`src/rtl/ram_stream_reader.sv`:
```
// ram_stream_reader
// Reads a contiguous, wrap-around block of words from a single-port RAM that
// has a registered read (one cycle of latency). The words are presented in
// address order on a valid/ready stream. A 2-entry buffer absorbs the read
// latency, so one word per cycle is delivered while streamReady stays high.
//
// Ports
//   clk, rstN    clock (posedge); asynchronous active-low reset
//   start        one-cycle command strobe, sampled only while idle
//   startAddr    first RAM address of the block
//   wordCount    number of words to read, 0..DEPTH
//   ramWrEn      RAM write enable, always 0
//   ramDataIn    RAM write data, always 0
//   ramAddress   RAM address (the current read pointer)
//   ramDataOut   RAM read data, valid one cycle after the address
//   streamData   word at the head of the buffer
//   streamValid  streamData holds a word
//   streamReady  consumer takes the word this cycle
//   busy         a transfer is in progress
//   done         one-cycle pulse when a command completes
module ram_stream_reader #(
  parameter int DATA_WIDTH = 12,
  parameter int DEPTH      = 8,
  parameter int ADDR_WIDTH = $clog2(DEPTH)
) (
  input  logic                  clk,
  input  logic                  rstN,
  input  logic                  start,
  input  logic [ADDR_WIDTH-1:0] startAddr,
  input  logic [ADDR_WIDTH:0]   wordCount,
  output logic                  ramWrEn,
  output logic [DATA_WIDTH-1:0] ramDataIn,
  output logic [ADDR_WIDTH-1:0] ramAddress,
  input  logic [DATA_WIDTH-1:0] ramDataOut,
  output logic [DATA_WIDTH-1:0] streamData,
  output logic                  streamValid,
  input  logic                  streamReady,
  output logic                  busy,
  output logic                  done
);

  typedef enum logic {IDLE, RUN} state_t;

  state_t                state_reg, state_next;
  logic [ADDR_WIDTH-1:0] cur_addr_reg, cur_addr_next;
  logic [ADDR_WIDTH:0]   remaining_reg, remaining_next;
  logic                  inflight_reg, inflight_next;
  logic                  done_reg, done_next;
  logic [1:0]            fifo_count_reg, fifo_count_next;
  logic                  rd_ptr_reg, wr_ptr_reg;
  logic [DATA_WIDTH-1:0] fifo_mem [2];

  logic       push, pop, issue;
  logic [2:0] occupancy;

  // The RAM is only ever read.
  assign ramWrEn    = 1'b0;
  assign ramDataIn  = '0;
  assign ramAddress = cur_addr_reg;

  assign streamValid = (fifo_count_reg != 2'd0);
  assign streamData  = fifo_mem[rd_ptr_reg];
  assign busy        = (state_reg == RUN);
  assign done        = done_reg;

  // A read issued last cycle lands in the buffer on this edge.
  assign push = inflight_reg;
  assign pop  = streamValid && streamReady;

  // Buffer slots that will be claimed after this edge (stored + in flight,
  // minus the word leaving now). A new read is only issued if a slot
  // remains, which keeps the 2-entry buffer from ever overflowing.
  assign occupancy = {1'b0, fifo_count_reg} + {2'b00, inflight_reg} - {2'b00, pop};

  always_comb begin
    state_next     = state_reg;
    cur_addr_next  = cur_addr_reg;
    remaining_next = remaining_reg;
    inflight_next  = 1'b0;
    done_next      = 1'b0;
    issue          = 1'b0;
    case (state_reg)
      IDLE: begin
        if (start) begin
          if (wordCount != '0) begin
            cur_addr_next  = startAddr;
            remaining_next = wordCount;
            state_next     = RUN;
          end else begin
            done_next = 1'b1;
          end
        end
      end
      RUN: begin
        issue = (remaining_reg != '0) && (occupancy < 3'd2);
        if (issue) begin
          // Address width matches DEPTH, so the increment wraps naturally.
          cur_addr_next  = cur_addr_reg + 1'b1;
          remaining_next = remaining_reg - 1'b1;
          inflight_next  = 1'b1;
        end
        // Finished once nothing is left to read, nothing is in flight and
        // the buffer drains on this edge.
        if ((remaining_reg == '0) && !inflight_reg && (occupancy == 3'd0)) begin
          state_next = IDLE;
          done_next  = 1'b1;
        end
      end
      default: state_next = IDLE;
    endcase
  end

  always_comb begin
    fifo_count_next = fifo_count_reg;
    case ({push, pop})
      2'b10:   fifo_count_next = fifo_count_reg + 2'd1;
      2'b01:   fifo_count_next = fifo_count_reg - 2'd1;
      default: fifo_count_next = fifo_count_reg;
    endcase
  end

  always_ff @(posedge clk or negedge rstN) begin
    if (!rstN) begin
      state_reg      <= IDLE;
      cur_addr_reg   <= '0;
      remaining_reg  <= '0;
      inflight_reg   <= 1'b0;
      done_reg       <= 1'b0;
      fifo_count_reg <= 2'd0;
      rd_ptr_reg     <= 1'b0;
      wr_ptr_reg     <= 1'b0;
    end else begin
      state_reg      <= state_next;
      cur_addr_reg   <= cur_addr_next;
      remaining_reg  <= remaining_next;
      inflight_reg   <= inflight_next;
      done_reg       <= done_next;
      fifo_count_reg <= fifo_count_next;
      if (push) wr_ptr_reg <= ~wr_ptr_reg;
      if (pop)  rd_ptr_reg <= ~rd_ptr_reg;
    end
  end

  // Buffer storage; entries clear on reset so streamData reads 0.
  genvar gi;
  generate
    for (gi = 0; gi < 2; gi++) begin : g_entry
      always_ff @(posedge clk or negedge rstN) begin
        if (!rstN) begin
          fifo_mem[gi] <= '0;
        end else if (push && (wr_ptr_reg == 1'(gi))) begin
          fifo_mem[gi] <= ramDataOut;
        end
      end
    end
  endgenerate

endmodule

```
`config.mk`:
```
export PLATFORM = sky130hd
export DESIGN_NAME = ram_stream_reader
export DESIGN_NICKNAME = d
export VERILOG_FILES = /design/src/rtl/ram_stream_reader.sv
export SDC_FILE = /design/constraint.sdc
export NUM_CORES = 1
export LEC_CHECK = 0
export ABC_AREA = 0
export CORE_ASPECT_RATIO = 0.8
export CORE_UTILIZATION = 49
export DETAILED_ROUTE_END_ITERATION = 6
export HOLD_SLACK_MARGIN = 0.15
export PLACE_DENSITY = 0.83
export SYNTH_ARGS = -nofsm -noshare
export SYNTH_HDL_FRONTEND = slang
export SYNTH_SLANG_ARGS = --single-unit
```
`constraint.sdc`:
```
create_clock -name clk -period 2.7 [get_ports clk]
set_input_delay 0.405 -clock clk [delete_from_list [all_inputs] [get_ports clk]]
set_output_delay 0.405 -clock clk [all_outputs]
set_load 0.01 [all_outputs]
```
=== Yosys cells after proc, flatten, opt, wreduce, memory -nomap -nowiden ===
Index checks and enable logic that the tools add are counted.

* Output and inout bits: 31
* Memories: 0
* ROM bits: 0
* Latch bits: 0
* Bits in writable memories: 0
* Input port bits: 23
* Register bits: 38
* Word-level logic and storage cells: 63

* Equality and inequality tests: 5
* Order comparisons: 2
* Shift-type cells: 0
* Div/mod/pow operators: 0
* Mux-type cells: 22
* $add $sub $neg: 6
* Multiply operators: 0
* Reduce and logical (&&, ||, !) cells: 14
* Bitwise gates (word level): 4

{| class="wikitable"
|+ Operators by type and width
! kind !! number
|-
| $mux W12 || 3
|-
| $mux W4 || 3
|-
| $mux W3 || 3
|-
| $mux W1 || 8
|-
| $pmux W4 S2 || 1
|-
| $reduce_bool A4 Y1 || 2
|-
| $logic_and A1 B1 Y1 || 6
|-
| $pmux W3 S2 || 1
|-
| $logic_not A4 Y1 || 1
|-
| $ne A2 B2 Y1 const B || 2
|-
| $pmux W1 S2 || 2
|-
| $pmux W2 S2 || 1
|-
| $reduce_bool A2 Y1 || 2
|-
| $sub A4 B1 Y4 const B || 1
|-
| $add A2 B1 Y3 || 1
|-
| $add A3 B1 Y3 const B || 1
|-
| $logic_not A3 Y1 || 1
|-
| $lt A3 B2 Y1 const B || 1
|-
| $not A1 Y1 || 3
|-
| $reduce_and A3 Y1 || 1
|-
| $sub A3 B1 Y3 || 1
|-
| $add A2 B1 Y2 const B || 1
|-
| $eq A2 B1 Y1 const B || 1
|-
| $eq A2 B2 Y1 const B || 1
|-
| other kinds (5) || 5
|}

=== Longest topological paths before layout ===
Gate-level depths: netlist of run 1.

* Word-level depth: 7
* Depth in mapped cells: 10
* Gate-level depth less buffers: 8

=== Worst setup path after synthesis of run 1 ===
No wires, ideal clock.

* Kind: register to register
* Start: register fifo_count_reg[1]
* End: register cur_addr_reg[0], in the netlist ramAddress[0]
* Slack: 0.236 ns
* Setup time: 0.086 ns
* Path buffers: 2
* Arrival time: 2.378 ns
* Period minus slack after synthesis: 2.464 ns
* Stages on the path, launching flop included: 11
* Required time: 2.614 ns
* Path through: dfrtp_1 > buf_6 > nand2_1 > mux2i_1 > ha_1 > inv_1 > fa_1 > clkbuf_2 > inv_1 > or4_1 > a32oi_1

* Cells in the longest elaborated chain, start to end: 7
* Elaborated cells between the ends (all ways): 8
* Those cells by class: 2 x add/sub; 1 x order compare; 1 x eq/ne; 4 x reduce/logical

{| class="wikitable"
|+ Ends and longest elaborated chain
! item !! line !! source
|-
| start, declared || 49 || <nowiki>logic [1:0] fifo_count_reg, fifo_count_next;</nowiki>
|-
| start signal, assigned || 138 || <nowiki>fifo_count_reg <= fifo_count_next;</nowiki>
|-
| parallel branches: the longest is 2 deep, another holds $add A2 B1 Y3 || -- ||
|-
| $sub A3 B1 Y3 * || 73 || <nowiki>assign occupancy = {1'b0, fifo_count_reg} + {2'b00, inflight_reg} - {2'b00, pop};</nowiki>
|-
| $lt A3 B2 Y1 * || 95 || <nowiki>issue = (remaining_reg != '0) && (occupancy < 3'd2);</nowiki>
|-
| $logic_and A1 B1 Y1 * || 95 ||
|-
| $ne A2 B1 Y1 (no line) * || -- ||
|-
| $reduce_and A3 Y1 (no line) * || -- ||
|-
| end signal, assigned || 134 || <nowiki>cur_addr_reg <= cur_addr_next;</nowiki>
|-
| end, declared || 45 || <nowiki>logic [ADDR_WIDTH-1:0] cur_addr_reg, cur_addr_next;</nowiki>
|}

Mark *: on every way between the ends.
A chain may end at the register's enable or synchronous reset.

=== Worst setup path in the final report of run 1 ===
* Start: input port streamReady
* End: register cur_addr_reg[0], in the netlist ramAddress[0]

* Cells in the longest elaborated chain, start to end: 6

{| class="wikitable"
|+ Ends and longest elaborated chain
! item !! line !! source
|-
| start, declared || 37 || <nowiki>input logic streamReady,</nowiki>
|-
| $logic_and A1 B1 Y1 || 68 || <nowiki>assign pop = streamValid && streamReady;</nowiki>
|-
| $sub A3 B1 Y3 || 73 ||
|-
| $lt A3 B2 Y1 || 95 ||
|-
| $logic_and A1 B1 Y1 || 95 ||
|-
| $ne A2 B1 Y1 (no line) || -- ||
|-
| $reduce_and A3 Y1 (no line) || -- ||
|}

Every way passes these cells.

==> results of run 1 <==
==> kinds of logic after synthesis <==
group	synth area share
simple gates	0.0917
xor+xnor	0.0302
compound gates	0.0959
mux	0.210
other cells	0.00181
flops	0.458
fa+ha+maj	0.0338
buf+inv	0.0784
==> worst max-delay path: stages <==
cell and delay (ps):
clkdlybuf4s50_1 500, nand2_1 80, mux2i_1 180, ha_1 180, inv_1 50, fa_2 560, inv_1 60, or4_1 490
a32oi_1 190
==> final timing paths <==
path / to / startpoint
setup / recovery: ramAddress[0]$_DFFE_PN0P_ / streamReady
hold / removal: fifo_mem[13]$_DFFE_PN0P_ / rstN
setup reg to reg: ramAddress[0]$_DFFE_PN0P_ / fifo_count_reg[0]$_DFFE_PN0P_
hold reg to reg: fifo_mem[5]$_DFFE_PN0P_ / fifo_mem[5]$_DFFE_PN0P_
max in group asynchronous: fifo_mem[9]$_DFFE_PN0P_ / rstN
min in group clk: fifo_mem[5]$_DFFE_PN0P_ / fifo_mem[5]$_DFFE_PN0P_
==> cells in the mapped netlist (2+ instances only) <==
master	number	area (um2)
xor2_1	2	17.5
buf_4	13	97.6
inv_1	6	22.5
mux2_2	36	405
clkbuf_1	2	7.51
nor3b_1	2	15.0
ha_1	4	50.1
o211ai_1	2	15.0
nand2b_1	2	12.5
nor4_1	2	12.5
or4_1	3	22.5
buf_2	3	15.0
a221oi_1	2	17.5
o21ai_0	2	10.0
nand3_1	2	10.0
a32oi_1	2	17.5
mux2i_1	3	30.0
nand4_1	3	18.8
o31ai_1	3	22.5
a31oi_1	5	31.3
nor3_1	2	10.0
a21oi_1	2	10.0
xnor2_1	2	17.5
dfrtp_1	38	951
nand2_1	9	33.8
==> repair_timing <==
| item | 4_1_cts | 5_1_grt |
|---|---|---|
| resized for setup | 0 | 1 |
| buffers inserted | 0 | 0 |
| setup endpoints to repair | 0 | 3 |
==> final cells by class <==
type	count	area, um2
fill	311	1290
multi-input combinational	118	1010
sequential	38	951
timing repair buffer	53	493
clock buffer	7	86.3
tap	55	68.8
inverter	6	22.5
clock inverter	1	5.00
==> metal layers <==
metal / vias up / global-route usage / share of wire / wire length (um)
met5: - / 0 / 0 / 0
met4: 0 / 0.0566 / 0.012 / 45
met3: 4 / 0.0455 / 0.045 / 176
met2: 43 / 0.299 / 0.48 / 1880
met1: 735 / 0.276 / 0.46 / 1800
li1: 705 / - / - / -
==> through the flow <==
stage | instance area, um2 | TNS [ps] | setup WS, ps | total power, uW
after floorplan | 2120 | 0 | 236 | 2270
after global placement | 2540 | -420 | -104 | 2980
after detailed placement | 2540 | -867 | -204 | 3040
after CTS | 2630 | 0 | 83.1 | 3450
after global routing | 2640 | 0 | 57.7 | 3680
final | 2640 | 0 | 186 | 3420
==> power by group <==
part / leakage [uW] / switching, uW / internal (uW)
sequential: 0.000445 / 239 / 867
combinational: 0.000632 / 785 / 1140
clock: 0.0000482 / 183 / 206
==> results.md, run 1 <==
* Status: finished, final reports clean
* Die area at 0.00450 mm2
* H-tree depth at 2
* Gr usage total at 0.195
* Post-synthesis register bit count at 38
* Max_cap viols at 0
* Final hold vios at 0
* Most common cell after layout, fill and taps aside: clkdlybuf4s50_1
* Routed len/inst at 14.0 um
* Ys flop type: dfrtp_1
* R2R Setup Slk at slightly below 400 ps
* Worst endpoint required time at 2900 ps
* Mapped Area at 0.00207 mm2
* Cell variety after synth at 44
* Worst R2R Path Depth at 7
* Period minus WS final at approximately 2500 ps
* CTS tree: yes
* Layout Nets at 250
* Asr flop ratio synth at 1.00
* Crit path kind: input port to flip-flop
* Number of I/O port buffers at 40
* Synthesized instance count at between 150 and 200
* Relative slew slack at 0.449
* Final Setup Violations at 0
* Clock Sinks at 38
* CTS max path bufs at 2
* Slew @ Worst Pin at between 800 and 900 ps
* Pleak at 0.00113 uW
* Gpl congestion at 0.812
* Max VDD drop at 0.599 mV
* Vias per inst at 5.35
* Post-synth EDFFs at 0
* Detail Route Antenna Nets at 0
* Grt ovf at 0
* Largest net degree at the start of global routing at 39
* Setup crit end kind: flip-flop
* Dpl hpwl at 2930 um
* CP arrival at 2710 ps
* Final period util at 0.931
* Clk_lat worst skew at between 200 and 300 ps
* # hold bufs at CTS at 0
* Synthesis Warnings at 0
* Placed cells at 270
* Die W at ~75 um
* N_diodes at 0
* Layout cells sized above 1 at 0.296
* Number of global-route vias before repair at 1435
* DRT Wirelength at about 3900 um
* Num CTS Buffers at 5
* Area Overhead vs Synth at 27.0%
* Finished Layout Cells at 278
* Clk slew on worst S/H paths at 70 ps
* Commonest cells after routing, fill and taps aside: clkdlybuf4s50_1, dfrtp_1, mux2_2
* Total I/O pin count at 54
* DRT iter0 DRCs at 105
* Row count at 20
* DRC Markers at 0
* Antenna violations before repair at 0
* Hold Crit Class: input port to async pin
* Die H at 60.2 um
* Total number of vias at 1487
* CTS root buffer: clkbuf_8
* RSZ-0062 raised after global routing: false
* First-pass DRT Iterations at 4
* Slew Limit Fails at 0
* Hold WS at 220 ps
* Syn_area_per_cell at 12.1 um2
* Max Freq at 398 MHz
* Total core area at 0.00393 mm2
* Initial Utilization at 0.528
* Final core occ at 0.671
* Clock Skew at 2.89 ps
* Max reg flops at 24
* Worst Setup Start Kind: input port
* PD cells at ~1300 mW/mm2
* Max Fanout on Critical Path at 4
* First-pass GRT wire length at 6560 um
* Sequential area share after synthesis at 0.458
Note: power is estimated with default switching activity, not from simulation.
==> run 2: changes to the inputs <==
Settings changed: CORE_UTILIZATION 49 to 51, DONT_BUFFER_PORTS set to 1, PLACE_DENSITY 0.83 to 0.69.
==> results.md, run 2 (synthesis gave the netlist of run 1 again) <==
* Commonest cells after routing, fill and taps aside: dfrtp_1, mux2_2, conb_1
* Die area at 0.00433 mm2
* Clk slew on worst S/H paths at 70 ps
* CP arrival at around 2700 ps
* Antenna violations before repair at 0
* Setup crit end kind: flip-flop
* Most common cell after layout, fill and taps aside: dfrtp_1
* Status: finished, final reports clean
* Slew @ Worst Pin at 569 ps
* Max Freq at 408 MHz
* Hold Crit Class: input port to flip-flop
* Clock Sinks at 38
* Dpl hpwl at 2780 um
* First-pass GRT wire length at between 6000 and 7000 um
* Layout cells sized above 1 at 0.318
* Detail Route Antenna Nets at 0
* RR Startpoint: fifo_count_reg[0]$_DFFE_PN0P_
* PD cells at 1350 mW/mm2
* Routed len/inst at 16.7 um
* Clk_lat worst skew at ~280 ps
* CTS root buffer: clkbuf_8
* Largest net degree at the start of global routing at 39
* Die W at 73.3 um
* Tot Pwr at 2960 uW
* Initial Utilization at 0.538
* CP bufs+invs at 1
* Relative slew slack at 0.621
* Area of the multi-input gates at 0.00101 mm2
* Vias per inst at 5.74
* Pleak at roughly 0.00094 uW
* Worst endpoint required time at ~2900 ps
* Register cell area after layout at 951 um2
* DRC Markers at 0
* Max VDD drop at 0.521 mV
* Slew Limit Fails at 0
* Crit. Startpoint: fifo_count_reg[0]$_DFFE_PN0P_
* First-pass DRT Iterations at 4
* CP top delay family: adder cells
* Gpl congestion at just over 0.9
* Setup TNS Final at 0 ps
* RSZ-0062 raised after global routing: false
* Crit path kind: flip-flop to flip-flop
* Period minus WS final at 2450 ps
* CP peak stage delay at 530 ps
* Grt ovf at 0
* Worst path slowest cell: or4_1
* Total number of vias at 1327
* Worst Setup Start Kind: flip-flop
* Final Setup Violations at 0
* Clock Skew at approximately 2.8 ps
* # hold bufs at CTS at 2
* CTS tree: yes
* Layout Nets at 203
* Max_cap viols at 0
* Final hold vios at 0
* Fillers at 337
* Num CTS Buffers at 5
* Hold Crit Start: ramDataOut[4]
* Total I/O pin count at between 50 and 60
* H-tree depth at 2
* CTS resizes at 0
* CTS max path bufs at 2
* Crit path cell chain: mux2i_1 -> ha_1 -> inv_1 -> fa_1 -> xor2_4 -> or4_1 -> a32oi_1
* Max reg flops at 24
* Post-CTS setup buffers at 0
* DRT Wirelength at 3870 um
* Row count at 20
* Total core area at 0.00385 mm2
* Max Fanout on Critical Path at 9
* Area Overhead vs Synth at 6.03%
* DRT iter0 DRCs at 46
* Number of global-route vias before repair at 1329
* N_diodes at 0
* Die H at 59.0 um
* Gr usage total at 0.195
* Number of I/O port buffers at 0
* Final period util at 0.909
## run 2: area by class of cell
class                      instances  area share
clock buffer                       7      0.0392
multi-input combinational        118       0.457
inverter                           6      0.0102
timing repair buffer               6      0.0273
tap                               55      0.0313
clock inverter                     1     0.00228
sequential                        38       0.432
## run 2: stage by stage
step / cells / utilization / setup WS [ps] / hold slack [ps] / cell area, um2
5_1_grt: 231 / 0.571 / 73.6 / 253 / 2200
3_5_place_dp: 221 / 0.539 / 264 / 111 / 2080
2_1_floorplan: 183 / - / 236 / 109 / 2120
3_3_place_gp: 221 / 0.539 / 365 / 111 / 2080
4_1_cts: 231 / 0.571 / 239 / 262 / 2200
6_report: 231 / 0.571 / 247 / 268 / 2200
## run 2: report_power, final
| group | internal [uW] | switching (uW) |
|---|---|---|
| Combinational | 736 | 698 |
| Clock | 206 | 190 |
| Sequential | 867 | 266 |
## run 2: path summary, 6_finish.rpt
path	end	cells after the start	slack (ps)
max	ramAddress[0]$_DFFE_PN0P_	7	250
min	fifo_mem[4]$_DFFE_PN0P_	1	270
max reg2reg	ramAddress[0]$_DFFE_PN0P_	7	250
min reg2reg	wr_ptr_reg$_DFFE_PN0P_	1	490
max in group asynchronous	fifo_mem[18]$_DFFE_PN0P_	2	1930
min in group asynchronous	fifo_mem[13]$_DFFE_PN0P_	2	580
## run 2: routing by layer
metal | vias to the layer above | part of all wire | track usage
met3 | 7 | 0.079 | 0.0646
met2 | 58 | 0.48 | 0.295
li1 | 604 | - | -
met4 | 0 | 0.014 | 0.0797
met5 | - | 0 | 0
met1 | 658 | 0.43 | 0.259
==> run 3: changes to the inputs <==
Settings changed: CORE_UTILIZATION 51 to 57, PLACE_DENSITY 0.69 to 0.75.
==> results.md, run 3 (synthesis gave the netlist of run 1 again) <==
* Status: finished, final reports clean
* Detail Route Antenna Nets at 0
* Die H at roughly 56 um
* Die W at 69.5 um
* CTS root buffer: clkbuf_8
* Finished Layout Cells at 218
* Placed cells at 208
* Worst endpoint required time at 2890 ps
* Worst Setup Start Kind: flip-flop
* N_diodes at 0
* Worst R2R Path Depth at 7
* Layout Nets at 203
* Final hold vios at 0
* Pleak at 0.000960 uW
* DRC Markers at 0
* Row count at 19
* RSZ-0062 raised after global routing: false
* Num CTS Buffers at 5
* Slew @ Worst Pin at 610 ps
* Number of global-route vias before repair at 1384
* Setup crit end kind: flip-flop
* First-pass DRT Iterations at 4
* Setup WS post-layout at 227 ps
* Crit path kind: flip-flop to flip-flop
* Final period util at 0.916
* CTS tree: yes
* Max_cap viols at 0
* Slew Limit Fails at 0
* Total number of vias at 1347
* Clock Skew at 8.69 ps
* First-pass GRT wire length at 6280 um
* Clock Sinks at 38
* CP arrival at 2660 ps
* Period minus WS final at 2470 ps
* Setup TNS Final at 0 ps
* M1 GR Usage at 0.264
* Grt ovf at 0
* Vias per inst at 6.18
* Fillers at ~250
* PD cells at 1400 mW/mm2
* Dpl hpwl at 2630 um
* Final Setup Violations at 0
* CTS max path bufs at 2
* DRT iter0 DRCs at 57
* Pre-CTS setup slack at 239 ps
* Layout cells sized above 1 at 0.324
* Most common cell after layout, fill and taps aside: dfrtp_1
* Die area at 0.00389 mm2
* Gr busiest metal: met2
* Hold Crit Class: input port to flip-flop
* Area Overhead vs Synth at 7.48%
* Met3 usage at 0.0507
* Total core area at 0.00345 mm2
* GR Util met2 at 0.340
* Final core occ at 0.647
* Largest net degree at the start of global routing at 39
* Max VDD drop at 0.712 mV
* Commonest cells after routing, fill and taps aside: dfrtp_1, mux2_2, conb_1
* Max Fanout on Critical Path at 9
* Initial Utilization at 0.602
* Routed len/inst at roughly 17 um
* Post-CTS setup buffers at 0
* Gpl congestion at between 0.8 and 0.9
* Antenna violations before repair at 0
* Relative slew slack at 0.594
* Gr usage total at 0.200
* Clk slew on worst S/H paths at 80 ps
* Placed cell area at 0.00206 mm2
* Max Freq at 404 MHz
* Hold depth at 1
* Number of I/O port buffers at 0
* DRT Wirelength at 3640 um
* Max reg flops at 24
* H-tree depth at 2
* Design Area, Final at between 0.002 and 0.0025 mm2
* Total I/O pin count at 54
* Clk_lat worst skew at 280 ps
==> run 3: area by class of cell <==
cell class | instances | area [um2] | share of cell area
multi-input combinational | 118 | 1010 | 0.451
sequential | 38 | 951 | 0.426
clock buffer | 5 | 68.8 | 0.0309
clock inverter | 3 | 68.8 | 0.0309
timing repair buffer | 6 | 60.1 | 0.0269
tap | 42 | 52.6 | 0.0236
inverter | 6 | 22.5 | 0.0101
==> run 3: per-stage QoR <==
stage / hold WS [ps] / power (uW)
detailed placement: 110 / 2550
global placement: 110 / 2460
finish: 268 / 3120
floorplan: 109 / 2270
global route: 251 / 3340
CTS: 262 / 3140
==> run 3: worst paths after layout <==
kind	from	endpoint	slack (ps)
worst min-delay path	ramDataOut[1]	fifo_mem[1]$_DFFE_PN0P_	270
worst min register to register	wr_ptr_reg$_DFFE_PN0P_	wr_ptr_reg$_DFFE_PN0P_	490
max in group asynchronous	rstN	fifo_mem[6]$_DFFE_PN0P_	1940
worst max register to register	fifo_count_reg[0]$_DFFE_PN0P_	ramAddress[0]$_DFFE_PN0P_	230
min in group asynchronous	rstN	fifo_mem[13]$_DFFE_PN0P_	570
worst max-delay path	fifo_count_reg[0]$_DFFE_PN0P_	ramAddress[0]$_DFFE_PN0P_	230
==> run 3: critical path, cell delays in order, from the launching register on <==
cell     delay [ps]
dfrtp_1         420
mux2i_1         300
ha_1            200
inv_1            50
fa_1            470
xor2_4          220
or4_1           490
a32oi_1         230
==> run 3: per-layer routing <==
| layer | up-vias | part of all wire |
|---|---|---|
| met5 | - | 0 |
| met4 | 0 | 0.0030 |
| met3 | 2 | 0.062 |
| met2 | 55 | 0.51 |
| met1 | 683 | 0.42 |
| li1 | 607 | - |
==> run 3: where the power goes <==
part | switching [uW] | internal [uW]
clock network | 194 | 370
logic | 689 | 737
registers | 265 | 866
==> run 3: timing repair <==
| item | in CTS | in global routing |
|---|---|---|
| hold endpoints to repair | 38 | 0 |
| hold buffers | 2 | 0 |
| endpoints found under the setup margin | 0 | 0 |
| gates resized for setup | 0 | 0 |
